**config.mk**
```make
export PLATFORM = sky130hd
export DESIGN_NAME = ahb_master
export DESIGN_NICKNAME = d
export VERILOG_FILES = /design/src/rtl/ahb_pkg.sv /design/src/rtl/ahb_master.sv
export SDC_FILE = /design/constraint.sdc
export NUM_CORES = 1
export LEC_CHECK = 0
export CAP_MARGIN = 20
export CORE_ASPECT_RATIO = 1.4
export CORE_MARGIN = 2
export CORE_UTILIZATION = 46
export DETAILED_ROUTE_END_ITERATION = 16
export DONT_BUFFER_PORTS = 1
export GPL_TIMING_DRIVEN = 0
export PLACE_DENSITY = 0.62
export SETUP_SLACK_MARGIN = 0.4
export SLEW_MARGIN = 20
export SYNTH_ARGS = -nofsm -noshare
export SYNTH_HDL_FRONTEND = slang
export SYNTH_SLANG_ARGS = --single-unit
```
**constraint.sdc**
```tcl
create_clock -name Hclk -period 4.9 [get_ports Hclk]
set_input_delay 0.49 -clock Hclk [delete_from_list [all_inputs] [get_ports Hclk]]
set_output_delay 0.49 -clock Hclk [all_outputs]
set_load 0.1 [all_outputs]
```
**src/rtl/ahb_pkg.sv**
```systemverilog
// Shared AHB definitions for the master and its users.
//   - HTRANS / HRESP encodings
//   - master FSM state encoding
//   - peripheral address map
//   - helper to step an incrementing burst address
package ahb_pkg;

    typedef enum logic [1:0] {
        HTRANS_IDLE   = 2'b00,
        HTRANS_BUSY   = 2'b01,
        HTRANS_NONSEQ = 2'b10,
        HTRANS_SEQ    = 2'b11
    } htrans_t;

    typedef enum logic [1:0] {
        HRESP_OKAY  = 2'b00,
        HRESP_ERROR = 2'b01
    } hresp_t;

    typedef enum logic [1:0] {
        ST_IDLE      = 2'b00,
        ST_NONSEQ    = 2'b01,
        ST_SEQ       = 2'b10,
        ST_LAST_DATA = 2'b11
    } state_t;

    localparam logic [31:0] PERIPH0_BASE = 32'h8000_0000;
    localparam logic [31:0] PERIPH1_BASE = 32'h8400_0000;
    localparam logic [31:0] PERIPH2_BASE = 32'h8800_0000;
    localparam logic [31:0] PERIPH3_BASE = 32'h8C00_0000;

    localparam logic [31:0] BEAT_BYTES = 32'd4;

    // Word-incrementing burst address; wraps naturally at 2^32.
    function automatic logic [31:0] next_beat_addr(input logic [31:0] addr);
        return addr + BEAT_BYTES;
    endfunction

endpackage

```
**src/rtl/ahb_master.sv**
```systemverilog
// ahb_master: simple AHB-Lite burst master driven by a command interface.
//
// Ports
//   Hclk, Hresetn            clock, asynchronous active-low reset
//   cmd_valid/cmd_ready      command handshake (accepted when both high at an edge)
//   cmd_write, cmd_addr,     direction, word-aligned start address,
//   cmd_len                  beats minus one (1..4 beats, incrementing)
//   wdata_in, wdata_req      write data source; wdata_req pops one beat
//   Haddr, Htrans, Hwrite,   AHB address/control and write data
//   Hwdata
//   Hreadyout, Hresp, Hrdata AHB slave response
//   rd_data, rd_valid        read beat return (one-cycle strobe per beat)
//   err                      one-cycle pulse when a slave ERROR is seen
//   busy                     high from command acceptance to last data phase
module ahb_master
    import ahb_pkg::*;
(
    input  logic        Hclk,
    input  logic        Hresetn,
    input  logic        cmd_valid,
    output logic        cmd_ready,
    input  logic        cmd_write,
    input  logic [31:0] cmd_addr,
    input  logic [1:0]  cmd_len,
    input  logic [31:0] wdata_in,
    output logic        wdata_req,
    output logic [31:0] Haddr,
    output logic [1:0]  Htrans,
    output logic        Hwrite,
    output logic [31:0] Hwdata,
    input  logic        Hreadyout,
    input  logic [1:0]  Hresp,
    input  logic [31:0] Hrdata,
    output logic [31:0] rd_data,
    output logic        rd_valid,
    output logic        err,
    output logic        busy
);

    state_t      state_reg;
    state_t      state_next;
    htrans_t     htrans_c;

    logic [31:0] haddr_reg;
    logic        hwrite_reg;
    logic [31:0] hwdata_reg;
    logic [1:0]  beats_left_reg;

    // Data-phase tracker: one outstanding data phase behind the address phase.
    logic        dphase_valid_reg;
    logic        dphase_write_reg;
    logic        dphase_err_reg;   // ERROR already reported for this data phase

    logic [31:0] rd_data_reg;
    logic        rd_valid_reg;
    logic        err_reg;
    // Keeps cmd_ready low until the first edge after reset is released.
    logic        out_of_reset_reg;

    logic        addr_active;
    logic        err_now;
    logic        dphase_done;
    logic        addr_done;
    logic        cmd_ready_c;
    logic        accept;

    assign addr_active = (state_reg == ST_NONSEQ) || (state_reg == ST_SEQ);
    assign err_now     = dphase_valid_reg && (Hresp == HRESP_ERROR) && !dphase_err_reg;
    assign dphase_done = dphase_valid_reg && Hreadyout;
    // An ERROR cancels the address phase in flight so later beats never issue.
    assign addr_done   = addr_active && Hreadyout && !err_now;
    assign cmd_ready_c = (state_reg == ST_IDLE) && !dphase_valid_reg && out_of_reset_reg;
    assign accept      = cmd_valid && cmd_ready_c;

    assign cmd_ready = cmd_ready_c;
    assign wdata_req = addr_done && hwrite_reg;
    assign busy      = (state_reg != ST_IDLE);
    assign Htrans    = htrans_c;
    assign Haddr     = haddr_reg;
    assign Hwrite    = hwrite_reg;
    assign Hwdata    = hwdata_reg;
    assign rd_data   = rd_data_reg;
    assign rd_valid  = rd_valid_reg;
    assign err       = err_reg;

    always_ff @(posedge Hclk or negedge Hresetn) begin
        if (!Hresetn) begin
            state_reg <= ST_IDLE;
        end else begin
            state_reg <= state_next;
        end
    end

    always_comb begin
        state_next = state_reg;
        htrans_c   = HTRANS_IDLE;
        case (state_reg)
            ST_IDLE: begin
                if (accept) begin
                    state_next = ST_NONSEQ;
                end
            end
            ST_NONSEQ, ST_SEQ: begin
                htrans_c = (state_reg == ST_NONSEQ) ? HTRANS_NONSEQ : HTRANS_SEQ;
                if (err_now) begin
                    // Abort: only the erroring data phase is left to finish.
                    state_next = Hreadyout ? ST_IDLE : ST_LAST_DATA;
                end else if (Hreadyout) begin
                    state_next = (beats_left_reg == 2'd0) ? ST_LAST_DATA : ST_SEQ;
                end
            end
            ST_LAST_DATA: begin
                if (Hreadyout) begin
                    state_next = ST_IDLE;
                end
            end
            default: state_next = ST_IDLE;
        endcase
    end

    always_ff @(posedge Hclk or negedge Hresetn) begin
        if (!Hresetn) begin
            haddr_reg        <= 32'd0;
            hwrite_reg       <= 1'b0;
            hwdata_reg       <= 32'd0;
            beats_left_reg   <= 2'd0;
            dphase_valid_reg <= 1'b0;
            dphase_write_reg <= 1'b0;
            dphase_err_reg   <= 1'b0;
            rd_data_reg      <= 32'd0;
            rd_valid_reg     <= 1'b0;
            err_reg          <= 1'b0;
            out_of_reset_reg <= 1'b0;
        end else begin
            out_of_reset_reg <= 1'b1;
            err_reg          <= err_now;
            rd_valid_reg     <= 1'b0;

            if (accept) begin
                haddr_reg      <= cmd_addr;
                hwrite_reg     <= cmd_write;
                beats_left_reg <= cmd_len;
            end else if (addr_done && (beats_left_reg != 2'd0)) begin
                haddr_reg      <= next_beat_addr(haddr_reg);
                beats_left_reg <= beats_left_reg - 2'd1;
            end

            if (dphase_done && !dphase_write_reg && !dphase_err_reg
                && (Hresp == HRESP_OKAY)) begin
                rd_data_reg  <= Hrdata;
                rd_valid_reg <= 1'b1;
            end

            if (addr_done) begin
                dphase_valid_reg <= 1'b1;
                dphase_write_reg <= hwrite_reg;
                dphase_err_reg   <= 1'b0;
                if (hwrite_reg) begin
                    hwdata_reg <= wdata_in;
                end
            end else if (dphase_done) begin
                dphase_valid_reg <= 1'b0;
                dphase_err_reg   <= 1'b0;
            end else if (err_now) begin
                dphase_err_reg <= 1'b1;
            end
        end
    end

endmodule

```
==> results of run 1 <==
## logic make-up after synthesis
family | share of synthesized area
other | 0.000797
and+or+nand+nor | 0.129
xor gates and xnor gates | 0.0503
muxes | 0.158
AOI/OAI and AO/OA | 0.0481
adders and majority gates | 0.0133
buffers and inverters | 0.0316
DFF | 0.569
## layout make-up
type / instances / area, sq um
Buffer: 20 / 100
Fill cell: 905 / 4750
Tap cell: 135 / 169
Timing Repair Buffer: 1 / 27.5
Multi-Input combinational cell: 259 / 1880
Inverter: 13 / 48.8
Clock buffer: 10 / 229
Clock inverter: 6 / 73.8
Sequential cell: 107 / 2680
## routing by layer
| layer | track usage | vias up | share of wire |
|---|---|---|---|
| met4 | 0.0793 | 0 | 0.023 |
| met2 | 0.322 | 118 | 0.53 |
| met3 | 0.0543 | 17 | 0.086 |
| li1 | - | 1399 | - |
| met5 | 0 | - | 0 |
| met1 | 0.210 | 1473 | 0.37 |
## metrics by stage
step           instance area, sq um   util  hold slack [ns]  setup slack [ns]
2_1_floorplan                  4710      -            0.194              2.28
3_3_place_gp                   4870  0.490            0.197              1.90
3_5_place_dp                   4870  0.490            0.197              1.89
4_1_cts                        5200  0.523            0.107              1.88
5_1_grt                        5200  0.523            0.114              1.72
6_report                       5200  0.523           0.0525              1.88
## path summary, 6_finish.rpt
kind | from | endpoint | cells past startpoint
setup reg to reg | Haddr[2] | Haddr[26] | 6
setup / recovery | Haddr[2] | Haddr[26] | 6
min in group Hclk | cmd_addr[0] | Haddr[0] | 2
max in group asynchronous | Hresetn | rd_data[0] | 1
hold / removal | Hresetn | Haddr[26] | 1
hold reg to reg | dphase_write_reg | dphase_write_reg | 1
## cell usage after synthesis (2+ instances only)
library cell	number	area, sq um
xor2_1	21	184
and3_1	6	37.5
o21ai_0	34	170
buf_4	3	22.5
nor2_1	9	33.8
dfrtp_1	107	2680
or4_1	2	15.0
and2_1	3	18.8
mux2_2	65	732
buf_1	3	11.3
xnor2_1	6	52.6
nand4_1	18	113
nand3_1	12	60.1
and4_1	2	17.5
a21oi_1	4	20.0
clkbuf_1	8	30.0
ha_1	5	62.6
inv_1	12	45.0
nor3_1	3	15.0
nand2_1	52	195
buf_2	5	25.0
## critical path, stage by stage (launching register included)
cell and delay, ns:
dfrtp_1 1.02, ha_1 0.38, nand3_1 0.10, nor2_1 0.56, nand3_2 0.20, or4_1 0.52
a31oi_1 0.17
==> out/results.ini, run 1 <==
[outcome]
run_status = finished clean

[timing]
fin_crit_sh = 0.616
setup_violations = 0
finalWorstPathRequiredPeriod_ns = 3.02
fmax_mhz = 331
slew_headroom = 0.269
rsz0062_at_grt = false
hold_violations = 0
clock_skew_ns = 0.00944
tightest_slew_ns = 1.10
slew_violations = 0
setup_tns_ns = 0

[cts]
cts_resized = 0
tritoncts = yes
cts-root-buf = clkbuf_16
post_cts_buffers = 0
htreeDepth = 3
cts_buffers = 9
insertion_delay_ns = 0.34
cts_max_path_buffers = 2
numClockSinks = 107
cts_hold_buf = 1
clkTransAtPathRegs_ns = 0.08

[floorplan]
start_util = 0.473
die_w_um = 89.5
ioPinCount = 209
core_sq_um = 9950
die_area_sq_um = 11100
std_cell_rows = 43
die_h_um = 124

[global_routing]
grt_pass1_vias = 3155
grt_pass1_wl_mm = 15.7
antenna_found_initial = 0
grt-ovfl-total = 0
grt_max_degree = 108
grt_usage = 0.186

[yosys]
ys.flop_type = dfrtp_1
netlist_area_sq_um = 4710
syn_nets = 509
synth.avg_cell_area_sq_um = 11.8
synth_seq_cells = 107
synth_cells = 399
synth_edf_count = 0
yosysWarnings = 0
yosysUniqueCellTypes = 40
yosysSeqAreaShare = 0.569
synth_async_sr_flop_share = 1.00

[critical_path]
crit_fanout = 8
rrSetupSlack_ns = 1.88
crit_type = reg2reg
crit_path_start_kind = register
worstPathArrival_ns = 3.29
required_ns = 5.17
endpoint_kind = register

[final_layout]
final_layout_size_suffix_gt1_frac = 0.226
antenna_cells = 0
layout_common_cells = 107 x dfrtp_1, 65 x mux2_2, 52 x nand2_1
area_growth_pct = 10.6
fin_nets = 521
instances_no_fill = 551
final_common_cell = dfrtp_1

[placed_design]
placed_cells = 534
place.gp.congestion = 0.781
dp_hpwl_mm = 7.78
io_buffers = 0

[flow_run]
max-cap-violations = 0

[drt]
first_pass_iters = 4
drtIter0Drc = 104
via_per_inst = 5.46
ant_nets = 0
via_count = 3007
wirelength_mm = 10.5
route.detailed.wl_per_inst_um = 19.0
drc = 0

[worst_hold_path]
hold_class = in2async

Power of run 1 is not shown: default switching activity piles up to over one toggle a cycle in this logic, so the estimate is an artifact.
==> run 2, diff against run 1 <==
clock period = 3.1 ns   (was 4.9 ns; I/O delays follow)
==> out/results.ini, run 2 (synthesis results as in run 1) <==
[floorplan]
ioPinCount = 209  ; unchanged
die_area_sq_um = 11100  ; unchanged
start_util = 0.473  ; unchanged
die_w_um = 89.5  ; unchanged
die_h_um = 124  ; unchanged
core_sq_um = 9950  ; unchanged
std_cell_rows = 43  ; unchanged

[final_layout]
area_growth_pct = 10.7  ; was 10.6%
layout_common_cells = 88 x dfrtp_1, 65 x mux2_2, 52 x nand2_1  ; was 107 x dfrtp_1, 65 x mux2_2, 52 x nand2_1
fin_nets = 520  ; was 521
final_layout_size_suffix_gt1_frac = 0.275  ; was 0.226
utilization = 0.523  ; about the same
antenna_cells = 0  ; unchanged
nFillCells = 896  ; was 905
final_common_cell = dfrtp_1  ; unchanged

[cts]
tritoncts = yes  ; unchanged
htreeDepth = 3  ; unchanged
insertion_delay_ns = 0.34  ; about the same
post_cts_buffers = 0  ; unchanged
cts_max_path_buffers = 2  ; unchanged
cts_buffers = 9  ; unchanged
cts-root-buf = clkbuf_16  ; unchanged
clkTransAtPathRegs_ns = 0.07  ; was 0.08 ns
numClockSinks = 107  ; unchanged

[drt]
first_pass_iters = 4  ; unchanged
ant_nets = 0  ; unchanged
via_count = 3021  ; was 3007
wirelength_mm = 10.5  ; about the same
drc = 0  ; unchanged
via_per_inst = 5.49  ; was 5.46
route.detailed.wl_per_inst_um = 19.1  ; was 19.0 um
drtIter0Drc = 101  ; was 104

[global_routing]
grt_pass1_vias = 3141  ; was 3155
grt_max_degree = 108  ; unchanged
antenna_found_initial = 0  ; unchanged
grt-ovfl-total = 0  ; unchanged
grt_pass1_wl_mm = 15.7  ; about the same
grt_usage = 0.186  ; about the same

[timing]
fmax_mhz = 391  ; was 331 MHz
slew_headroom = 0.322  ; was 0.269
setup_tns_ns = 0  ; unchanged
rsz0062_at_grt = true  ; was false
clock_skew_ns = 0.00851  ; was 0.00944 ns
slew_violations = 0  ; unchanged
fin_crit_sh = 0.826  ; was 0.616
setup_slack_ns = 0.540  ; was 1.88 ns
holdWs_ns = -0.346  ; was 0.0525 ns
hold_violations = 107  ; was 0
tightest_slew_ns = 1.02  ; was 1.10 ns
setup_violations = 0  ; unchanged
finalWorstPathRequiredPeriod_ns = 2.56  ; was 3.02 ns

[critical_path]
cpLargestDelayFamily = simple AND/OR/NAND/NOR gates  ; unchanged
cp_slowest_stage_delay_ns = 0.99  ; was 1.02 ns
crit_fanout = 5  ; was 8
crit_type = reg2reg  ; unchanged
worstPathArrival_ns = 2.84  ; was 3.29 ns
rrSetupSlack_ns = 0.54  ; was 1.88 ns
required_ns = 3.38  ; was 5.17 ns
crit_path_start_kind = register  ; unchanged
critPathMostFrequentCell = nand4_1
endpoint_kind = register  ; unchanged
path_buf_inv = 0  ; unchanged
cpMaxStageDelayCell = dfrtp_1  ; unchanged
r2r_cells = 5  ; was 6
r2r_start = Haddr[26]  ; was Haddr[2]
r2r_end = Haddr[31]  ; was Haddr[26]
crit_chain = nand4_1 -> nor3_1 -> nand4_1 -> or4_1 -> nand3_1  ; was ha_1 -> nand3_1 -> nor2_1 -> nand3_2 -> or4_1 -> a31oi_1

[outcome]
violations = negative hold slack
run_status = finished, violations left  ; was finished clean

[worst_hold_path]
hold_class = in2async  ; unchanged

[placed_design]
dp_worst_setup_slack_ns = 0.0928  ; was 1.89 ns
place.gp.congestion = 0.781  ; unchanged
dp_hpwl_mm = 7.78  ; unchanged
io_buffers = 0  ; unchanged

[flow_run]
max-cap-violations = 0  ; unchanged

run 2: through the flow:
stage	cell area (sq um)	std cells
3_5_place_dp	4870	534
6_report	5210	550
2_1_floorplan	4710	399
5_1_grt	5210	550
3_3_place_gp	4870	534
4_1_cts	5200	550
run 2: cell type report:
class	count	area, sq um	area share
sequential	107	2700	0.518
multi-input combinational	259	1890	0.362
clock buffer	10	229	0.0439
tap	135	169	0.0324
buffer	20	103	0.0197
clock inverter	6	73.8	0.0142
inverter	13	48.8	0.00937
run 2: per-layer routing:
metal  track usage  share of wire  vias up
met1         0.211           0.36     1490
met3        0.0543          0.084       17
met5             0              0        -
li1              -              -     1394
met2         0.322           0.53      120
met4        0.0793          0.023        0
run 2: worst max path at each step:
stage / from / to / slack [ns] / cells after the start
after floorplan: Haddr[2] / Haddr[26] / 0.48 / 6
after global placement: Haddr[2] / Haddr[26] / 0.10 / 6
after detailed placement: Haddr[2] / Haddr[26] / 0.09 / 6
after CTS: Haddr[14] / Haddr[26] / 0.43 / 6
after global routing: Haddr[10] / Haddr[31] / 0.36 / 5
final: Haddr[26] / Haddr[31] / 0.54 / 5
run 2: timing repair:
action,CTS,global route
hold endpoints to repair,107,107
cloned,0,0
resized for setup,14,9
endpoints found under the setup margin,38,33
Power of run 2 is left out for the same reason.
